--- src/rtl/fetch_pkg.sv ---
`default_nettype none
// ============================================================================
// Module   : fetch_pkg
// Purpose  : Shared constants and helpers for the fetch front end.
//            NOP_INSTR is the bubble presented to decode when the queue is
//            empty. OPCODE_MSB/LSB locate the opcode field in an instruction.
//            occ_width() gives the width of an occupancy count for a given
//            queue depth, wide enough to hold the value DEPTH itself.
// Revision : 1.0 - initial release
// ============================================================================
package fetch_pkg;

  localparam logic [31:0] NOP_INSTR  = 32'h0000_0000;
  localparam int          OPCODE_MSB = 31;
  localparam int          OPCODE_LSB = 27;

  function automatic int occ_width(input int depth);
    return $clog2(depth) + 1;
  endfunction

endpackage
`default_nettype wire

--- src/rtl/fetch_fifo.sv ---
`default_nettype none
// ============================================================================
// Module   : fetch_fifo
// Purpose  : DEPTH x WIDTH synchronous FIFO with a single-cycle flush.
//            A push and a pop in the same cycle are both honoured, even when
//            the FIFO is full. Flush empties the FIFO and overrides any push
//            or pop presented in the same cycle.
// Ports    : clk_i    - clock, rising edge
//            rst_ni   - asynchronous active-low reset
//            flush_i  - discard all entries this cycle
//            push_i   - write data_i at the tail
//            data_i   - write data
//            pop_i    - remove the head entry (ignored when empty)
//            data_o   - head entry (undefined content when empty)
//            full_o   - DEPTH entries held
//            empty_o  - no entries held
//            count_o  - entries held
// Revision : 1.0 - initial release
// ============================================================================
module fetch_fifo
  import fetch_pkg::*;
#(
  parameter int DEPTH = 4,
  parameter int WIDTH = 64
) (
  input  logic                   clk_i,
  input  logic                   rst_ni,
  input  logic                   flush_i,
  input  logic                   push_i,
  input  logic [WIDTH-1:0]       data_i,
  input  logic                   pop_i,
  output logic [WIDTH-1:0]       data_o,
  output logic                   full_o,
  output logic                   empty_o,
  output logic [$clog2(DEPTH):0] count_o
);

  localparam int AW = $clog2(DEPTH);
  localparam int CW = occ_width(DEPTH);

  logic [AW-1:0]    wr_q;
  logic [AW-1:0]    rd_q;
  logic [CW-1:0]    cnt_q;
  logic [WIDTH-1:0] mem_q [DEPTH];
  logic             w_push;
  logic             w_pop;

  assign w_push = push_i & ~flush_i;
  assign w_pop  = pop_i & ~flush_i & ~empty_o;

  // DEPTH is a power of two, so the pointers wrap naturally.
  always_ff @(posedge clk_i or negedge rst_ni) begin
    if (!rst_ni) begin
      wr_q  <= '0;
      rd_q  <= '0;
      cnt_q <= '0;
    end else if (flush_i) begin
      wr_q  <= '0;
      rd_q  <= '0;
      cnt_q <= '0;
    end else begin
      if (w_push) wr_q <= wr_q + AW'(1);
      if (w_pop)  rd_q <= rd_q + AW'(1);
      cnt_q <= cnt_q + CW'(w_push) - CW'(w_pop);
    end
  end

  // Storage needs no reset: nothing reads an entry before it is written.
  always_ff @(posedge clk_i) begin
    if (w_push) mem_q[wr_q] <= data_i;
  end

  assign data_o  = mem_q[rd_q];
  assign full_o  = (cnt_q == CW'(DEPTH));
  assign empty_o = (cnt_q == '0);
  assign count_o = cnt_q;

endmodule
`default_nettype wire

--- src/rtl/fetch_queue_unit.sv ---
`default_nettype none
// ============================================================================
// Module   : fetch_queue_unit
// Purpose  : Fetch front end. Owns the PC, issues word reads to a 1-cycle
//            synchronous imem and buffers the returned instructions in a
//            DEPTH-entry queue that feeds decode over valid/ready. A decode
//            stall does not freeze the PC. A redirect flushes the queue and
//            drops the read in flight.
// Ports    : clock, reset_n           - clock / async active-low reset
//            imem_req, imem_addr      - read strobe and word address
//            imem_data                - data for last cycle's request
//            redirect_valid/_pc       - execute-stage redirect
//            dec_valid/ready/instr    - decode handshake, NOP when empty
//            dec_pc_next              - head PC + 1
//            occupancy                - entries in the queue
//            perf_fetched/_flushed    - event counters (FETCH_PERF_EN only)
// Macros   : FETCH_PERF_EN adds the two performance counter outputs.
// Revision : 1.0 - initial release
// ============================================================================
module fetch_queue_unit
  import fetch_pkg::*;
#(
  parameter int          ADDR_W   = 12,
  parameter int          INSTR_W  = 32,
  parameter int          DEPTH    = 4,
  parameter logic [31:0] RESET_PC = 32'h0
) (
  input  logic                   clock,
  input  logic                   reset_n,
  output logic                   imem_req,
  output logic [ADDR_W-1:0]      imem_addr,
  input  logic [INSTR_W-1:0]     imem_data,
  input  logic                   redirect_valid,
  input  logic [31:0]            redirect_pc,
  output logic                   dec_valid,
  input  logic                   dec_ready,
  output logic [INSTR_W-1:0]     dec_instr,
  output logic [31:0]            dec_pc_next,
  output logic [$clog2(DEPTH):0] occupancy
`ifdef FETCH_PERF_EN
  ,
  output logic [31:0]            perf_fetched,
  output logic [31:0]            perf_flushed
`endif
);

  localparam int OCC_W = occ_width(DEPTH);

  logic [31:0]          pc_q, pc_d;
  logic                 inflight_q, inflight_d;
  logic [31:0]          pcn_q, pcn_d;      // PC+1 of the read in flight
  logic                 run_q;             // low for the first cycle after reset release
  logic                 w_pop;
  logic                 w_push;
  logic                 w_full;
  logic                 w_empty;
  logic [OCC_W:0]       w_pending;
  logic [INSTR_W+31:0]  w_head;

  // Entries that will be held once the in-flight read lands, net of this
  // cycle's pop. Issuing only while this is below DEPTH guarantees the
  // response always finds room.
  assign w_pop     = dec_valid & dec_ready;
  assign w_pending = {1'b0, occupancy} + (OCC_W+1)'(inflight_q) - (OCC_W+1)'(w_pop);
  assign imem_req  = run_q & ~redirect_valid & (w_pending < (OCC_W+1)'(DEPTH));
  assign imem_addr = pc_q[ADDR_W-1:0];

  // A redirect discards the response arriving this cycle along with the queue.
  assign w_push = inflight_q & ~redirect_valid;

  always_comb begin
    pc_d       = pc_q;
    pcn_d      = pcn_q;
    inflight_d = imem_req;
    if (redirect_valid) begin
      pc_d = redirect_pc;
    end else if (imem_req) begin
      pc_d  = pc_q + 32'd1;
      pcn_d = pc_q + 32'd1;
    end
  end

  always_ff @(posedge clock or negedge reset_n) begin
    if (!reset_n) begin
      pc_q       <= RESET_PC;
      pcn_q      <= '0;
      inflight_q <= 1'b0;
      run_q      <= 1'b0;
    end else begin
      pc_q       <= pc_d;
      pcn_q      <= pcn_d;
      inflight_q <= inflight_d;
      run_q      <= 1'b1;
    end
  end

  fetch_fifo #(
    .DEPTH (DEPTH),
    .WIDTH (INSTR_W + 32)
  ) u_fifo (
    .clk_i   (clock),
    .rst_ni  (reset_n),
    .flush_i (redirect_valid),
    .push_i  (w_push),
    .data_i  ({pcn_q, imem_data}),
    .pop_i   (w_pop),
    .data_o  (w_head),
    .full_o  (w_full),
    .empty_o (w_empty),
    .count_o (occupancy)
  );

  assign dec_valid   = ~w_empty;
  assign dec_instr   = w_empty ? INSTR_W'(NOP_INSTR) : w_head[INSTR_W-1:0];
  assign dec_pc_next = w_empty ? 32'h0 : w_head[INSTR_W+31:INSTR_W];

  a_no_overflow : assert property (@(posedge clock) disable iff (!reset_n)
    !(w_push && w_full && !w_pop));

`ifdef FETCH_PERF_EN
  logic [31:0] fetched_q;
  logic [31:0] flushed_q;

  always_ff @(posedge clock or negedge reset_n) begin
    if (!reset_n) begin
      fetched_q <= '0;
      flushed_q <= '0;
    end else begin
      if (w_push) fetched_q <= fetched_q + 32'd1;
      if (redirect_valid) flushed_q <= flushed_q + 32'(occupancy) + 32'(inflight_q);
    end
  end

  assign perf_fetched = fetched_q;
  assign perf_flushed = flushed_q;
`endif

endmodule
`default_nettype wire

--- config.mk ---
export PLATFORM = sky130hd
export DESIGN_NAME = fetch_queue_unit
export DESIGN_NICKNAME = d
export VERILOG_FILES = /design/src/rtl/fetch_pkg.sv /design/src/rtl/fetch_fifo.sv /design/src/rtl/fetch_queue_unit.sv
export SDC_FILE = /design/constraint.sdc
export NUM_CORES = 1
export LEC_CHECK = 0
export ABC_AREA = 1
export BUFFER_PORTS_ARGS = -buffer_cell sky130_fd_sc_hd__buf_4
export CAP_MARGIN = 20
export CORE_MARGIN = 4
export CORE_UTILIZATION = 59
export DETAILED_ROUTE_END_ITERATION = 10
export PLACE_DENSITY_LB_ADDON = 0.12
export SYNTH_ARGS = -nofsm -noshare
export SYNTH_HDL_FRONTEND = slang
export SYNTH_SLANG_ARGS = --single-unit
--- constraint.sdc ---
create_clock -name clock -period 5.05 [get_ports clock]
set_input_delay 0.505 -clock clock [delete_from_list [all_inputs] [get_ports clock]]
set_output_delay 0.505 -clock clock [all_outputs]
set_load 0.005 [all_outputs]
==> results of run 1 <==
==> registers in the layout, summed over array words and instances, names as in the netlist <==
register,flops
u_fifo.mem_q,256
u_fifo.count_o,3
pc_q,32
pcn_q,32
u_fifo.wr_q,2
run_q,1
u_fifo.rd_q,2
inflight_q,1
==> final cells by class <==
cell class,instances,share of cell area [%]
clock inverter,22,0.940
clock buffer,38,5.42
tap,319,2.44
sequential,329,58.1
inverter,50,1.15
timing repair buffer,158,7.55
multi-input combinational,891,24.4
==> cell families (layout without fill, tap and decap cells) <==
kind of cell / Yosys count / after routing / synth area share [%]
other: 1 / 1 / 0.0266
flip-flops: 329 / 329 / 67.6
adder cells (fa/ha/maj): 11 / 11 / 1.03
AND/OR/NAND/NOR: 649 / 649 / 18.5
XOR/XNOR: 7 / 7 / 0.435
buffers and inverters: 127 / 268 / 4.26
AO/OA/AOI/OAI: 223 / 223 / 8.18
==> metal layers <==
layer	vias to the layer above	part of all wire (%)	routed length, µm
met5	-	0	0
met4	0	1.8	567
met3	38	6.4	1970
met2	324	49	15100
met1	4673	43	13200
li1	4760	-	-
==> metrics by stage <==
| stage | cells | instance area (µm²) | setup WS, ns |
|---|---|---|---|
| floorplan | 1347 | 14100 | 0.952 |
| finish | 1807 | 16400 | 1.39 |
| detailed placement | 1747 | 15300 | 1.93 |
| global placement | 1747 | 15300 | 1.97 |
| global route | 1807 | 16400 | 1.09 |
| CTS | 1807 | 16400 | 1.38 |
==> cells in the mapped netlist, drive strengths merged <==
| cell | number |
|---|---|
| inv | 50 |
| a21boi | 10 |
| xnor2 | 4 |
| edfxtp | 256 |
| clkbuf | 22 |
| a21oi | 68 |
| nor3b | 1 |
| buf | 55 |
| conb | 1 |
| xor2 | 3 |
| nand3b | 8 |
| nand2 | 269 |
| o21ai | 141 |
| o21bai | 3 |
| nor2 | 317 |
| a22o | 1 |
| fa | 1 |
| ha | 10 |
| nor3 | 1 |
| nand3 | 53 |
| dfrtp | 73 |
==> power breakdown <==
group / total, W / switching (W) / internal, W
Sequential: 0.00373 / 0.000367 / 0.00337
Combinational: 0.00269 / 0.00165 / 0.00105
Clock: 0.00233 / 0.00100 / 0.00133
==> worst paths after layout <==
kind                                                   from                            end  slack [ns]
worst max-delay path            u_fifo.count_o[1]$_DFF_PN0_                       imem_req        1.39
worst min-delay path                                reset_n          pcn_q[27]$_DFFE_PN0P_        0.14
worst max register to register  u_fifo.count_o[1]$_DFF_PN0_           pc_q[12]$_DFFE_PN0P_        1.94
worst min register to register        pcn_q[18]$_DFFE_PN0P_  u_fifo.mem_q[0][50]$_DFFE_PP_        0.52
max in group asynchronous                           reset_n     u_fifo.rd_q[0]$_DFFE_PN0P_        4.23
min in group clock                             imem_data[1]   u_fifo.mem_q[3][1]$_DFFE_PP_        0.21
==> worst max-delay path, cell delays in order (launching register included) <==
cell and delay [ns]:
dfrtp_1 0.42, inv_1 0.10, nand3_1 0.12, nand2_1 0.14, inv_1 0.07, ha_1 0.18, inv_1 0.05, ha_1 0.23
nand2_1 0.07, inv_1 0.04, nand2_1 0.07, nand2_1 0.05, nand2_1 0.07, nand2_2 0.07, nor2_4 0.71, buf_4 0.24
==> results.toml, run 1 <==
[floorplanning]
die_h_um = 162
die_area_um2 = 26400
core_um2 = 23500
io_pins = 149
start_util_pct = 60.0
die_x_um = 162
num_rows = 56

[global_route]
grt_max_degree = 95
grt_pass1_wl_um = 49300
globalRouteMet2Util_pct = 39.4
busiest_layer = "met2"
grt_pass1_vias = 9590
antenna_found_initial = 0
met3_usage_pct = 3.77
grt_overflow = 0
grt_usage_pct = 23.4
gr-usage-met1_pct = 32.3

[clock_tree]
clockBufferDepth = 3
clk_latency_ns = 0.51
ctsHoldBuffers = 0
cts-root-buf = "clkbuf_16"
clkTransAtPathRegs_ns = 0.06
cts_resized = 0
cts_inserted_buffers = 34
cts_tree = "built"
clock-sinks = 329
cts_setup_buffers = 0
htreeDepth = 2

[sta]
finalCritPeriodShare_pct = 72.5
relSlewSlack_pct = 29.7
max_freq_mhz = 273
slew_violations = 0
worst_hold_slack_ns = 0.138
setup_tns_ns = 0
tightest_slew_ns = 1.05
setup_violations = 0
fin_skew_ns = 0.0158
fin_crit_ns = 3.66
hold_violations = 0
grt_setup_unrepaired = "false"

[final_layout]
nFillCells = 1680
final_common_cell = "nor2_1"
multi_input_area_um2 = 4000
diodes = 0
finish.net_count = 1543
fin_util_pct = 69.8
area_growth_pct = 16.3
register_area_um2 = 9520
final_cell_mix = "nor2_1, nand2_1, edfxtp_1"
drive_gt1_share_pct = 15.7

[yosys]
syn-num-nets = 1426
synth_cells = 1347
synth_top_area_share_pct = 54.6
synthTopCellsByArea = "edfxtp_1, dfrtp_1, nor2_1"
yosysSeqAreaShare_pct = 67.6
avgSynthCellArea_um2 = 10.5
synth-seq-cells = 329
synth_cell_types = 33
synth_warnings = 0
synth_area_um2 = 14100
yosysTopAreaCell = "edfxtp_1"

[critical_path]
crit_arrival_ns = 3.16
worst-path-max-fanout = 39
critPathRequiredTime_ns = 4.55
start_kind = "flop"
path_class = "reg2out"
crit_path_end_kind = "output pin"
rr_worst_depth = 18

[route]
dr.first_iter.drc_count = 812
wl_um = 30800
drc = 0
wl_per_cell_um = 17.0
num_vias = 9795
drt_first_pass_iters = 5
ant_nets = 0
via_per_inst = 5.42

[pwr]
ir_drop_mv = 0.285
power.total_w = 0.00876
p_per_area_nw_per_um2 = 534
cellLeakagePower_nw = 6.54

[placed_design]
dp_hpwl_um = 18600
place.gp.congestion = 0.889
port_buffers = 148

[outcome]
outcome = "finished, final reports clean"

[flow_run]
max_cap_viol_count = 0

[min_path]
worstHoldPathType = "in2async"
No activity file was read; power rests on OpenSTA's default activity.
==> run 2, diff against run 1 <==
--- a/config.mk
+++ b/config.mk
@@ -9,7 +9,7 @@
 export BUFFER_PORTS_ARGS = -buffer_cell sky130_fd_sc_hd__buf_4
 export CAP_MARGIN = 20
 export CORE_MARGIN = 4
-export CORE_UTILIZATION = 59
+export CORE_UTILIZATION = 53
 export DETAILED_ROUTE_END_ITERATION = 10
 export PLACE_DENSITY_LB_ADDON = 0.12
 export SYNTH_ARGS = -nofsm -noshare
==> constraint.sdc (replaced) <==
create_clock -name clock -period 3.2 [get_ports clock]
set_input_delay 0.32 -clock clock [delete_from_list [all_inputs] [get_ports clock]]
set_output_delay 0.32 -clock clock [all_outputs]
set_load 0.005 [all_outputs]
==> results.toml, run 2 (synthesis gave the netlist of run 1 again) <==
[outcome]
outcome = "finished, final reports clean"

[floorplanning]
core_um2 = 26100
die_h_um = 171
num_rows = 59
die_area_um2 = 29200
start_util_pct = 53.9
die_x_um = 171
io_pins = 149

[global_route]
antenna_found_initial = 0
grt_max_degree = 130
grt_pass1_vias = 9259
grt_usage_pct = 21.3
grt_overflow = 0
grt_pass1_wl_um = 49200

[critical_path]
crit_arrival_ns = 2.63
path_class = "reg2out"
worst-path-max-fanout = 10
start_kind = "flop"
crit_path_end_kind = "output pin"
critPathRequiredTime_ns = 2.88

[placed_design]
place.gp.congestion = 0.893
dp_hpwl_um = 18800
port_buffers = 148
place_worst_setup_slack_ns = 0.602
placed_area_um2 = 15400

[flow_run]
max_cap_viol_count = 0

[route]
wl_met1_um = 14000
route.met3.wl_um = 1790
drt_first_pass_iters = 5
wl_per_cell_um = 17.1
topRoutingLayerUsed = "met4"
via_per_inst = 5.34
ant_nets = 0
dr.first_iter.drc_count = 841
wl_um = 31400
wl_met2_um = 14900
drc = 0
num_vias = 9826

[pwr]
cellLeakagePower_nw = 6.68
ir_drop_mv = 0.639
p_per_area_nw_per_um2 = 848

[sta]
setup_tns_ns = 0
tightest_slew_ns = 0.903
hold_violations = 0
worst_hold_slack_ns = 0.0196
timing.final.ws_setup_ns = 0.245
fin_skew_ns = 0.0117
relSlewSlack_pct = 39.8
grt_setup_unrepaired = "false"
slew_violations = 0
fin_crit_ns = 2.95
finalCritPeriodShare_pct = 92.3
setup_violations = 0
max_freq_mhz = 338

[final_layout]
diodes = 0
final_cell_mix = "nor2_1, nand2_1, edfxtp_1"
area_growth_pct = 18.5
top_register = "u_fifo.mem_q"
drive_gt1_share_pct = 15.7
fin_util_pct = 63.8
final_common_cell = "nor2_1"
largest_register_ffs = 256
fin_area_um2 = 16700
reg_top3 = "u_fifo.mem_q (256), pc_q (32), pcn_q (32)"
finish.net_count = 1564

[min_path]
worstHoldPathType = "in2reg"

[clock_tree]
cts_setup_buffers = 0
clkTransAtPathRegs_ns = 0.06
cts_inserted_buffers = 34
clockBufferDepth = 3
clock-sinks = 329
cts_tree = "built"
clk_latency_ns = 0.50
htreeDepth = 2
cts-root-buf = "clkbuf_16"
[run 2: cell count changes in the layout (fill, tap and decap cells not counted), moves of 3 or more]
cell / change
clkinv_1: -3
buf_4: +4
buf_12: +3
dlygate4sd3_1: +14
clkinvlp_4: -3
[run 2: metrics by stage]
| stage | power, W | cells |
|---|---|---|
| floorplan | 0.00843 | 1347 |
| global placement | 0.0103 | 1770 |
| detailed placement | 0.0104 | 1770 |
| CTS | 0.0143 | 1839 |
| global route | 0.0150 | 1839 |
| finish | 0.0142 | 1839 |
[run 2: timing repair]
item                      CTS  global route
gates resized for setup     0             0
hold endpoints to repair  113             0
hold buffers               14             0
[run 2: final timing paths]
| path | start | end | slack (ns) | cells after the start |
|---|---|---|---|---|
| max | u_fifo.count_o[1]$_DFF_PN0_ | imem_req | 0.25 | 15 |
| max in group asynchronous | reset_n | u_fifo.rd_q[0]$_DFFE_PN0P_ | 2.03 | 2 |
| min in group asynchronous | reset_n | pcn_q[24]$_DFFE_PN0P_ | 0.50 | 2 |
| max reg2reg | u_fifo.count_o[1]$_DFF_PN0_ | pc_q[15]$_DFFE_PN0P_ | 0.60 | 17 |
| min reg2reg | pcn_q[22]$_DFFE_PN0P_ | u_fifo.mem_q[0][54]$_DFFE_PP_ | 0.52 | 0 |
| min | imem_data[21] | u_fifo.mem_q[2][21]$_DFFE_PP_ | 0.02 | 1 |
[run 2: layout make-up]
class | count | area [µm²]
clock buffers | 43 | 958
clock inverters | 12 | 135
fillers | 2083 | 9450
inverters | 50 | 188
multi-input cells | 891 | 4000
flip-flops and latches | 329 | 9520
well taps | 335 | 419
repair buffers | 179 | 1470
[run 2: critical path: stages, from the launching register on]
cell and delay, ns:
dfrtp_1 0.42, inv_1 0.09, nand3_1 0.13, nand2_1 0.14, inv_1 0.07, ha_1 0.18
inv_1 0.05, ha_1 0.23, nand2_1 0.07, inv_1 0.04, nand2_1 0.07, nand2_1 0.05
nand2_1 0.07, nand2_2 0.07, nor2_4 0.27, buf_4 0.18
[run 2: routing by layer]
layer | vias to the layer above | GRT usage (%)
met5 | - | 0
li1 | 4809 | -
met4 | 0 | 6.27
met2 | 295 | 34.8
met3 | 51 | 3.21
met1 | 4671 | 29.9
[run 2: power breakdown]
| part | internal (W) | total (W) | switching (W) |
|---|---|---|---|
| registers | 0.00531 | 0.00585 | 0.000537 |
| clock network | 0.00235 | 0.00386 | 0.00151 |
| logic | 0.00176 | 0.00444 | 0.00268 |
==> run 3, diff against run 2 <==
--- a/config.mk
+++ b/config.mk
@@ -14,4 +14,5 @@
 export PLACE_DENSITY_LB_ADDON = 0.12
 export SYNTH_ARGS = -nofsm -noshare
 export SYNTH_HDL_FRONTEND = slang
+export SYNTH_HIERARCHICAL = 1
 export SYNTH_SLANG_ARGS = --single-unit
==> results.toml, run 3 <==
[floorplanning]
die_area_um2 = 30400
start_util_pct = 54.1
die_h_um = 174
num_rows = 60
core_um2 = 27100
die_x_um = 174
io_pins = 149

[final_layout]
fin_util_pct = 63.3
finish.net_count = 1647
final_common_cell = "nor2_1"
largest_register_ffs = 256
register_area_um2 = 9520
area_growth_pct = 17.1
fin_area_um2 = 17200
final_cell_mix = "nor2_1, nand2_1, edfxtp_1"
drive_gt1_share_pct = 16.3
multi_input_area_um2 = 4150
diodes = 0
reg_top3 = "u_fifo/mem_q (256), pc_q (32), pcn_q (32)"
nFillCells = 2198
top_register = "u_fifo/mem_q"

[sta]
fin_crit_ns = 2.86
tightest_slew_ns = 0.937
worst_hold_slack_ns = 0.0178
setup_violations = 0
timing.final.ws_setup_ns = 0.339
relSlewSlack_pct = 37.5
hold_violations = 0
finalCritPeriodShare_pct = 89.4
max_freq_mhz = 350
setup_tns_ns = 0
fin_skew_ns = 0.0166
slew_violations = 0
grt_setup_unrepaired = "false"

[global_route]
antenna_found_initial = 0
grt_pass1_wl_um = 49500
grt_usage_pct = 20.0
grt_max_degree = 131
grt_overflow = 0
grt_pass1_vias = 9584

[route]
drt_first_pass_iters = 4
num_vias = 9973
wl_um = 30900
drc = 0
ant_nets = 0
dr.first_iter.drc_count = 664
via_per_inst = 5.08
topRoutingLayerUsed = "met4"
wl_met2_um = 15000
wl_met1_um = 13800
route.met3.wl_um = 1560
wl_per_cell_um = 15.7

[clock_tree]
clk_latency_ns = 0.50
cts_inserted_buffers = 34
htreeDepth = 2
cts_tree = "built"
clockBufferDepth = 3
cts-root-buf = "clkbuf_16"
clkTransAtPathRegs_ns = 0.06
clock-sinks = 329

[pwr]
cellLeakagePower_nw = 7.15
p_per_area_nw_per_um2 = 573
ir_drop_mv = 0.407

[min_path]
worstHoldPathType = "in2reg"

[critical_path]
crit_path_end_kind = "output pin"
path_common_cell = "nand2_1"
cpMaxStageDelayCell = "dfrtp_1"
worstPathCellList = "nor2_1, nand2_1, inv_2, nor2_1, ha_1, inv_1, ha_1, nand3_1, nand2_1, nand2_1, nand3b_4, nor2_4, buf_4"
max_stage_delay_ns = 0.48
start_kind = "flop"
critPathRequiredTime_ns = 2.88
crit_arrival_ns = 2.54
path_class = "reg2out"
cp_top_family = "simple AND/OR/NAND/NOR gates"
crit_buf_inv = 3
worst-path-max-fanout = 7

[placed_design]
place_worst_setup_slack_ns = 0.457
place.gp.congestion = 0.852
port_buffers = 148
dp_hpwl_um = 18800
placed_area_um2 = 15900

[yosys]
synth_cells = 1434
synth_warnings = 6
synth_area_um2 = 14700
syn-num-nets = 1513
avgSynthCellArea_um2 = 10.2

[flow_run]
max_cap_viol_count = 0

[outcome]
outcome = "finished, final reports clean"
==> run 3: changes by cell type in the layout (fill, tap and decap cells not counted), sizes merged, moves of 4 or more <==
cell / delta
inv: +72
a21oi: -67
o21ai: +66
nand3: +9
dlygate4sd3: -4
==> run 3: path summary, 6_finish.rpt <==
check	from	end	slack (ns)	cells after the start
max reg2reg	u_fifo/count_o[1]$_DFF_PN0_	pc_q[13]$_DFFE_PN0P_	0.44	18
min	imem_data[19]	u_fifo/mem_q[1][19]$_DFFE_PP_	0.02	1
max	u_fifo/count_o[1]$_DFF_PN0_	imem_req	0.34	13
min in group asynchronous	reset_n	pc_q[26]$_DFFE_PN0P_	0.50	2
max in group asynchronous	reset_n	u_fifo/rd_q[0]$_DFFE_PN0P_	2.00	2
min reg2reg	pcn_q[20]$_DFFE_PN0P_	u_fifo/mem_q[1][52]$_DFFE_PP_	0.53	0
==> run 3: timing repair <==
action / CTS / global route
setup buffers: 1 / 0
resized for setup: 0 / 0
setup endpoints to repair: 1 / 0
endpoints found under the hold margin: 57 / 0
hold buffers: 10 / 0
==> run 3: cell type report <==
cell class / count / area share (%)
clock buffer: 44 / 5.53
timing repair buffer: 176 / 8.43
sequential: 329 / 55.5
clock inverter: 17 / 0.992
inverter: 122 / 2.70
tap: 372 / 2.71
multi-input combinational: 905 / 24.2
==> run 3: worst register-to-register path, stage by stage (launching register included) <==
cell     delay [ns]
dfrtp_1        0.48
nor2_1         0.08
nand2_1        0.13
inv_2          0.05
nor2_1         0.14
ha_1           0.17
inv_1          0.04
ha_1           0.28
nand2_1        0.05
inv_1          0.05
nand2_1        0.06
nand2_1        0.06
nand2_1        0.06
nand2_2        0.10
inv_2          0.04
nand2_2        0.34
nand2_1        0.30
nand2_1        0.14
nand2_1        0.05
==> run 3: per-layer routing <==
| layer | GRT usage (%) | vias up |
|---|---|---|
| li1 | - | 5011 |
| met1 | 27.2 | 4672 |
| met2 | 34.3 | 246 |
| met3 | 3.04 | 44 |
| met4 | 4.92 | 0 |
| met5 | 0 | - |
==> run 3: power by group <==
part / switching [W] / internal (W)
sequential: 0.000281 / 0.00493
clock: 0.00155 / 0.00234
combinational: 0.000421 / 0.000318
total: 0.00225 / 0.00759
==> run 3: per-stage QoR <==
stage          std cells  power [W]
2_1_floorplan       1434    0.00565
3_3_place_gp        1893    0.00599
3_5_place_dp        1893    0.00602
4_1_cts             1965    0.00993
5_1_grt             1965     0.0102
6_report            1965    0.00984
